File: src/rtl/regfile_checkpoint_monitor_if.sv
// Bus between a CPU write-back path / test harness (master) and the checkpoint monitor (slave).
// Carries the write-back snoop, the checkpoint-table configuration, run control and run status.
interface regfile_checkpoint_monitor_if #(
    parameter int NUM_CHECKS = 16,
    parameter int DATA_WIDTH = 32,
    parameter int IDX_W      = (NUM_CHECKS > 1) ? $clog2(NUM_CHECKS) : 1
);
    logic                  wb_we;
    logic [4:0]            wb_addr;
    logic [DATA_WIDTH-1:0] wb_data;
    logic                  cfg_we;
    logic [IDX_W-1:0]      cfg_idx;
    logic [4:0]            cfg_reg;
    logic [DATA_WIDTH-1:0] cfg_value;
    logic                  start;
    logic [IDX_W:0]        num_checks;
    logic                  busy;
    logic                  done;
    logic                  pass;
    logic                  fail;
    logic                  timeout;
    logic [IDX_W:0]        check_idx;
    logic [DATA_WIDTH-1:0] fail_got;

    modport master (
        output wb_we, wb_addr, wb_data, cfg_we, cfg_idx, cfg_reg, cfg_value, start, num_checks,
        input  busy, done, pass, fail, timeout, check_idx, fail_got
    );

    modport slave (
        input  wb_we, wb_addr, wb_data, cfg_we, cfg_idx, cfg_reg, cfg_value, start, num_checks,
        output busy, done, pass, fail, timeout, check_idx, fail_got
    );
endinterface

File: src/rtl/regfile_checkpoint_monitor.sv
// Register-file checkpoint monitor: shadows write-back traffic and checks one register per flag step.
// Define CHECKPOINT_PER_STEP_TIMEOUT_EN to make the timeout a per-checkpoint budget instead of whole-run.
module regfile_checkpoint_monitor #(
    parameter int NUM_CHECKS     = 16,
    parameter int DATA_WIDTH     = 32,
    parameter int FLAG_REG       = 20,
    parameter int TIMEOUT_CYCLES = 1000,
    parameter int IDX_W          = (NUM_CHECKS > 1) ? $clog2(NUM_CHECKS) : 1
) (
    input logic                         clk,
    input logic                         rst,
    regfile_checkpoint_monitor_if.slave mon
);
    localparam int CNT_W     = $clog2(TIMEOUT_CYCLES + 1);
    localparam int TBL_DEPTH = 1 << IDX_W;

    typedef enum logic [1:0] {
        IDLE,
        RUN,
        DONE
    } state_e;

    state_e                state_q;
    logic [DATA_WIDTH-1:0] shadow_q [32];
    logic [4:0]            tblReg_q [TBL_DEPTH];
    logic [DATA_WIDTH-1:0] tblVal_q [TBL_DEPTH];
    logic [IDX_W:0]        numChecks_q;
    logic [IDX_W:0]        checkIdx_q;
    logic [IDX_W:0]        checkIdx_d;
    logic [CNT_W-1:0]      timer_q;
    logic [CNT_W-1:0]      timerInc;
    logic                  busy_q;
    logic                  done_q;
    logic                  pass_q;
    logic                  fail_q;
    logic                  timeout_q;
    logic [DATA_WIDTH-1:0] failGot_q;

    logic [IDX_W-1:0]      curEntry;
    logic [4:0]            curReg;
    logic [DATA_WIDTH-1:0] observed;
    logic                  flagMatch;
    logic                  expired;

    // The observed value is the post-write view, so a write landing this cycle is forwarded.
    always_comb begin
        curEntry   = checkIdx_q[IDX_W-1:0];
        curReg     = tblReg_q[curEntry];
        checkIdx_d = checkIdx_q + (IDX_W+1)'(1);
        if (curReg == 5'd0) begin
            observed = '0;
        end else if (mon.wb_we && (mon.wb_addr == curReg)) begin
            observed = mon.wb_data;
        end else begin
            observed = shadow_q[curReg];
        end
        flagMatch = (state_q == RUN) && mon.wb_we && (mon.wb_addr == 5'(FLAG_REG))
                    && (mon.wb_data == DATA_WIDTH'(checkIdx_d));
        expired   = (timer_q == CNT_W'(TIMEOUT_CYCLES));
        timerInc  = expired ? timer_q : timer_q + CNT_W'(1);
    end

    always_ff @(posedge clk) begin
        if (!rst) begin
            for (int i = 0; i < 32; i++) begin
                shadow_q[i] <= '0;
            end
        end else if (mon.wb_we && (mon.wb_addr != 5'd0)) begin
            shadow_q[mon.wb_addr] <= mon.wb_data;
        end
    end

    always_ff @(posedge clk) begin
        if (!rst) begin
            for (int i = 0; i < TBL_DEPTH; i++) begin
                tblReg_q[i] <= '0;
                tblVal_q[i] <= '0;
            end
        end else if (mon.cfg_we && !busy_q) begin
            tblReg_q[mon.cfg_idx] <= mon.cfg_reg;
            tblVal_q[mon.cfg_idx] <= mon.cfg_value;
        end
    end

    always_ff @(posedge clk) begin
        if (!rst) begin
            state_q     <= IDLE;
            numChecks_q <= '0;
            checkIdx_q  <= '0;
            timer_q     <= '0;
            busy_q      <= 1'b0;
            done_q      <= 1'b0;
            pass_q      <= 1'b0;
            fail_q      <= 1'b0;
            timeout_q   <= 1'b0;
            failGot_q   <= '0;
        end else begin
            case (state_q)
                IDLE, DONE: begin
                    if (mon.start) begin
                        numChecks_q <= mon.num_checks;
                        checkIdx_q  <= '0;
                        timer_q     <= '0;
                        fail_q      <= 1'b0;
                        timeout_q   <= 1'b0;
                        failGot_q   <= '0;
                        if (mon.num_checks == '0) begin
                            state_q <= DONE;
                            busy_q  <= 1'b0;
                            done_q  <= 1'b1;
                            pass_q  <= 1'b1;
                        end else begin
                            state_q <= RUN;
                            busy_q  <= 1'b1;
                            done_q  <= 1'b0;
                            pass_q  <= 1'b0;
                        end
                    end
                end
                RUN: begin
                    // A match on the expiry cycle takes priority over the timeout.
                    if (flagMatch) begin
                        if (observed == tblVal_q[curEntry]) begin
                            checkIdx_q <= checkIdx_d;
`ifdef CHECKPOINT_PER_STEP_TIMEOUT_EN
                            timer_q    <= '0;
`else
                            timer_q    <= timerInc;
`endif
                            if (checkIdx_d == numChecks_q) begin
                                state_q <= DONE;
                                busy_q  <= 1'b0;
                                done_q  <= 1'b1;
                                pass_q  <= 1'b1;
                            end
                        end else begin
                            state_q   <= DONE;
                            busy_q    <= 1'b0;
                            done_q    <= 1'b1;
                            fail_q    <= 1'b1;
                            failGot_q <= observed;
                        end
                    end else if (expired) begin
                        state_q   <= DONE;
                        busy_q    <= 1'b0;
                        done_q    <= 1'b1;
                        timeout_q <= 1'b1;
                    end else begin
                        timer_q <= timerInc;
                    end
                end
                default: begin
                    state_q <= IDLE;
                end
            endcase
        end
    end

    assign mon.busy      = busy_q;
    assign mon.done      = done_q;
    assign mon.pass      = pass_q;
    assign mon.fail      = fail_q;
    assign mon.timeout   = timeout_q;
    assign mon.check_idx = checkIdx_q;
    assign mon.fail_got  = failGot_q;
endmodule

File: src/flat_wrapper.sv
// flat-port wrapper written by rule: the top's interface ports become plain ports
module regfile_checkpoint_monitor_flat 
#(
    parameter int NUM_CHECKS     = 16,
    parameter int DATA_WIDTH     = 32,
    parameter int FLAG_REG       = 20,
    parameter int TIMEOUT_CYCLES = 1000,
    parameter int IDX_W          = (NUM_CHECKS > 1) ? $clog2(NUM_CHECKS) : 1
)
  (clk, rst, mon_wb_we, mon_wb_addr, mon_wb_data, mon_cfg_we, mon_cfg_idx, mon_cfg_reg, mon_cfg_value, mon_start, mon_num_checks, mon_busy, mon_done, mon_pass, mon_fail, mon_timeout, mon_check_idx, mon_fail_got);
  regfile_checkpoint_monitor_if #(.NUM_CHECKS(NUM_CHECKS), .DATA_WIDTH(DATA_WIDTH), .IDX_W(IDX_W)) mon_i ();
  input logic clk;
  input logic rst;
  input wire logic [$bits(mon_i.wb_we)-1:0] mon_wb_we;
  input wire logic [$bits(mon_i.wb_addr)-1:0] mon_wb_addr;
  input wire logic [$bits(mon_i.wb_data)-1:0] mon_wb_data;
  input wire logic [$bits(mon_i.cfg_we)-1:0] mon_cfg_we;
  input wire logic [$bits(mon_i.cfg_idx)-1:0] mon_cfg_idx;
  input wire logic [$bits(mon_i.cfg_reg)-1:0] mon_cfg_reg;
  input wire logic [$bits(mon_i.cfg_value)-1:0] mon_cfg_value;
  input wire logic [$bits(mon_i.start)-1:0] mon_start;
  input wire logic [$bits(mon_i.num_checks)-1:0] mon_num_checks;
  output wire logic [$bits(mon_i.busy)-1:0] mon_busy;
  output wire logic [$bits(mon_i.done)-1:0] mon_done;
  output wire logic [$bits(mon_i.pass)-1:0] mon_pass;
  output wire logic [$bits(mon_i.fail)-1:0] mon_fail;
  output wire logic [$bits(mon_i.timeout)-1:0] mon_timeout;
  output wire logic [$bits(mon_i.check_idx)-1:0] mon_check_idx;
  output wire logic [$bits(mon_i.fail_got)-1:0] mon_fail_got;
  assign mon_i.wb_we = mon_wb_we;
  assign mon_i.wb_addr = mon_wb_addr;
  assign mon_i.wb_data = mon_wb_data;
  assign mon_i.cfg_we = mon_cfg_we;
  assign mon_i.cfg_idx = mon_cfg_idx;
  assign mon_i.cfg_reg = mon_cfg_reg;
  assign mon_i.cfg_value = mon_cfg_value;
  assign mon_i.start = mon_start;
  assign mon_i.num_checks = mon_num_checks;
  assign mon_busy = mon_i.busy;
  assign mon_done = mon_i.done;
  assign mon_pass = mon_i.pass;
  assign mon_fail = mon_i.fail;
  assign mon_timeout = mon_i.timeout;
  assign mon_check_idx = mon_i.check_idx;
  assign mon_fail_got = mon_i.fail_got;
  regfile_checkpoint_monitor #(.NUM_CHECKS(NUM_CHECKS), .DATA_WIDTH(DATA_WIDTH), .FLAG_REG(FLAG_REG), .TIMEOUT_CYCLES(TIMEOUT_CYCLES), .IDX_W(IDX_W)) u_core (.clk(clk), .rst(rst), .mon(mon_i));
endmodule
File: config.mk
export PLATFORM = sky130hd
export DESIGN_NAME = regfile_checkpoint_monitor_flat
export DESIGN_NICKNAME = d
export VERILOG_FILES = /design/src/rtl/regfile_checkpoint_monitor_if.sv /design/src/rtl/regfile_checkpoint_monitor.sv /design/src/flat_wrapper.sv
export SDC_FILE = /design/constraint.sdc
export NUM_CORES = 2
export LEC_CHECK = 0
export ABC_CLOCK_PERIOD_IN_PS = 7110
export CAP_MARGIN = 20
export CORE_MARGIN = 1
export CORE_UTILIZATION = 58
export DETAILED_ROUTE_END_ITERATION = 10
export PLACE_DENSITY_LB_ADDON = 0.1
export SETUP_SLACK_MARGIN = 0.2
export SLEW_MARGIN = 30
export SYNTH_ARGS = -nofsm -noshare
export SYNTH_HDL_FRONTEND = slang
export SYNTH_SLANG_ARGS = --single-unit
File: constraint.sdc
create_clock -name clk -period 7.11 [get_ports clk]
set_input_delay 1.422 -clock clk [delete_from_list [all_inputs] [get_ports clk]]
set_output_delay 1.422 -clock clk [all_outputs]
set_load 0.01 [all_outputs]
==> metrics.cfg <==
[floorplan]
ioPinCount=130
die-area_um2=137000
rows=134
fp.dieH_um=370
die_width_um=370
initial_utilization_pct=58.7
coreArea_um2=134000

[clocking]
tritoncts=built
clockBufferDepth=3
cts-buffers-inserted=174
cts-root-buf=clkbuf_16
h-tree-depth=4
insertion_delay_ns=0.81
clk_pin_slew_worst_paths_ns=0.06
clock-sinks=1679

[power]
leakage_nw=31.6
swShare_pct=25.0
switching_power_mw=5.64
seqPwrFrac_pct=50.6
peakVddDrop_v=0.000253
clock_power_share_pct=39.3
powerDensity_nw_per_um2=255
p_total_mw=22.6
power_frac_comb_pct=10.2
intPower_mw=17.0

[logic_synthesis]
yosys-top-cells-area=edfxtp_1 (62%), and2_1 (11%), mux4_2 (4.8%)
synthCells=6300
synth_edf_count=1616
ys_ff_latch=1679
ys_async_sr_fraction_pct=0
yosysWarnings=0
yosysTopAreaCell=edfxtp_1
synth_area_um2=78600
syn_area_per_cell_um2=12.5
synth_ff_type=edfxtp_1
synth.distinct_cells=89
ys_seq_area_share_pct=63.3
netlist.area_leader.share_pct=61.7

[worst_setup_path]
rrSetupSlack_ns=0.30
worstPathCellList=mux4_2 -> a22oi_1 -> nand2_4 -> buf_12 -> nor3_1 -> o21ai_0 -> o2111ai_1 -> buf_4 -> o22ai_1 -> o2111a_1 -> a2111o_1 -> nor4_1 -> or4b_4 -> nor2_1 -> buf_4 -> nand3_1 -> a31oi_2
cp_max_fo=31
worst-r2r-cell-count=17
path_class=reg2reg
required_ns=7.73
crit_arrival_ns=7.43
worstSetupEndpointType=register
crit_buf_inv=3
slowest_stage=a31oi_2
cp-start-kind=register
cp_top_family=compound AO/OA/AOI/OAI gates
critPathMaxStageDelay_ns=0.62
crit_top_cell=buf_4

[routing]
finalWirelength_um=267000
highest_layer=met5
drtIter0Drc=8249
routed-wl-met2_um=121000
antenna_left=0
post_drt_via_cell_ratio=6.57
met3_length_um=31600
vias=54300
drc=0
met1_length_um=97300
wl_per_cell_um=32.3
first_pass_iters=6

[sta]
rsz0062_at_grt=false
slew_viol_final=0
skew_ns=0.0221
slew_headroom_pct=24.1
fmax_mhz=147
hold_viol_final=0
finalSetupViolations=0
min_period_over_period_pct=95.8
worstMarginPinSlew_ns=1.13
finalCriticalPeriod_ns=6.81
setup_tns_ns=0

[final_layout]
syn2layout_area_growth_pct=12.9
nets=6442
drive_gt1_share_pct=13.1
finish.instance_area_um2=88800

[worst_hold_path]
hold_path_end=u_core.numChecks_q[1]
min_delay_path_depth=2
min_path_type=reg2reg
min_from=u_core.numChecks_q[1]

[grt]
grt-ovfl-total=0
grt_pass1_wl_um=377000
grt_max_degree=96
grt_pass1_vias=52000
antenna_found_initial=15
gr-usage-all-layers_pct=38.9

[flow_run]
maxCapViolCount=0

[status]
status=finished, final reports clean

[place]
gp_congestion=0.997
io_buffer_count=129
placedInstanceArea_um2=83300
dp_hpwl_um=163000

-- worst reg2reg max path, cell delays in order, from the launching register on --
cell	delay (ns)
dfxtp_4	0.57
mux4_2	0.59
a22oi_1	0.54
nand2_4	0.49
buf_12	0.34
nor3_1	0.47
o21ai_0	0.26
o2111ai_1	0.26
buf_4	0.18
o22ai_1	0.18
o2111a_1	0.22
a2111o_1	0.39
nor4_1	0.46
or4b_4	0.57
nor2_1	0.24
buf_4	0.18
nand3_1	0.08
a31oi_2	0.62
-- cell type report --
class	instances	area [um2]
Timing Repair Buffer	413	3790
Clock inverter	92	719
Inverter	15	56.3
Antenna cell	6	15.0
Fill cell	9785	45200
Tap cell	1768	2210
Clock buffer	221	4670
Sequential cell	1679	49800
Multi-Input combinational cell	4068	27500
-- metal layers --
metal	track usage, %	vias to the layer above
li1	-	22700
met4	21.9	16
met1	51.3	27000
met5	0	-
met3	9.30	755
met2	59.5	3811
-- registers in the layout, summed over array words and instances (netlist names), named ones only --
| signal | cells |
|---|---|
| u_core.mon.pass | 1 |
| u_core.tblReg_q | 80 |
| u_core.mon.done | 1 |
| u_core.numChecks_q | 5 |
| u_core.state_q | 2 |
| u_core.mon.timeout | 1 |
| u_core.mon.busy | 1 |
| u_core.mon.check_idx | 5 |
| u_core.mon.fail_got | 32 |
| u_core.shadow_q | 1024 |
| u_core.mon.fail | 1 |
| u_core.timer_q | 10 |
| u_core.tblVal_q | 512 |
-- what timing repair did --
| action | 4_1_cts | 5_1_grt |
|---|---|---|
| setup endpoints to repair | 2 | 19 |
| hold buffers | 0 | 0 |
| resized for setup | 3 | 5 |
| setup buffers | 0 | 0 |
| cloned | 0 | 0 |
| pin swaps | 0 | 1 |
-- Yosys cell counts (11+ instances only) --
master and number:
mux2i_1 260, o211ai_1 11, inv_1 12, clkbuf_1 384, edfxtp_1 1616, nor2_1 125
nand2_1 814, or4_1 11, buf_2 117, buf_1 53, a31oi_1 45, o21a_1 16
nand4_1 20, xnor2_1 15, o21ai_0 91, a32oi_1 22, a211oi_1 14, a21oi_1 109
dfxtp_1 63, o2111ai_1 20, and3_1 21, mux4_2 167, nor4_1 38, mux2_2 24
and2_1 1407, nand3_1 353, nor3_1 222, o22ai_1 24, nand2b_1 12, xor2_1 17
or3_1 21
-- worst max path at each step --
| stage | from | cells past startpoint | slack (ns) | to |
|---|---|---|---|---|
| 3_5_place_dp | mon_wb_addr[2] | 13 | -0.08 | register |
| 6_report | register | 17 | 0.30 | register |
| 4_1_cts | register | 18 | 0.29 | u_core.mon.check_idx[1] |
| 3_3_place_gp | mon_wb_addr[4] | 16 | -0.18 | register |
| 5_1_grt | register | 15 | 0.21 | u_core.mon.check_idx[2] |
| 2_1_floorplan | rst | 6 | 1.49 | u_core.tblReg_q[1][0] |
-- cells by family (layout without fill, tap and decap cells) --
kind of cell | Yosys count | count (layout) | share of synthesized area, %
simple gates | 3079 | 3079 | 20.7
buf+inv | 584 | 741 | 3.09
other cells | 1 | 38 | 0.00477
flops | 1679 | 1679 | 63.3
compound gates | 465 | 465 | 3.94
xor+xnor | 33 | 33 | 0.377
mux | 456 | 456 | 8.52
fa+ha+maj | 3 | 3 | 0.0477
-- metrics by stage --
step,utilization (%),setup slack (ns),hold WS [ns],instances
3_3_place_gp,62.0,-0.183,0.459,7933
6_report,66.3,0.301,0.470,8262
4_1_cts,66.2,0.289,0.471,8254
5_1_grt,66.3,0.212,0.495,8258
3_5_place_dp,62.2,-0.0796,0.463,7941
2_1_floorplan,-,1.49,0.439,6331
-- power by group through the flow --
stage	clock (mW)	combinational [mW]	sequential, mW
final	8.88	2.30	11.4
after global routing	9.23	2.36	11.5
after CTS	8.87	2.23	11.4
after detailed placement	0	2.22	11.6
after global placement	0	2.20	11.6
after floorplan	0	1.16	11.6
-- cell usage in the layout (no fill, tap or decap), drive strengths merged, types with 11 or more instances in the layout --
cell type and n:
or4 12, inv 19, o21a 16, clkinv 76, and3 21, o2111ai 20, nor2 125, nand2 814
edfxtp 1616, a21oi 109, or3 21, mux2 29, mux2i 260, bufinv 11, a211oi 15, nand2b 12
clkdlybuf4s50 124, and2 1408, xnor2 16, nor4 39, clkbuf 222, a31oi 45, o21ai 100, nand3 353
dfxtp 63, a32oi 22, o22ai 24, mux4 167, xor2 17, nor3 222, buf 288, o211ai 11
conb 32, nand4 22
Note: power is estimated with default switching activity, not from simulation.
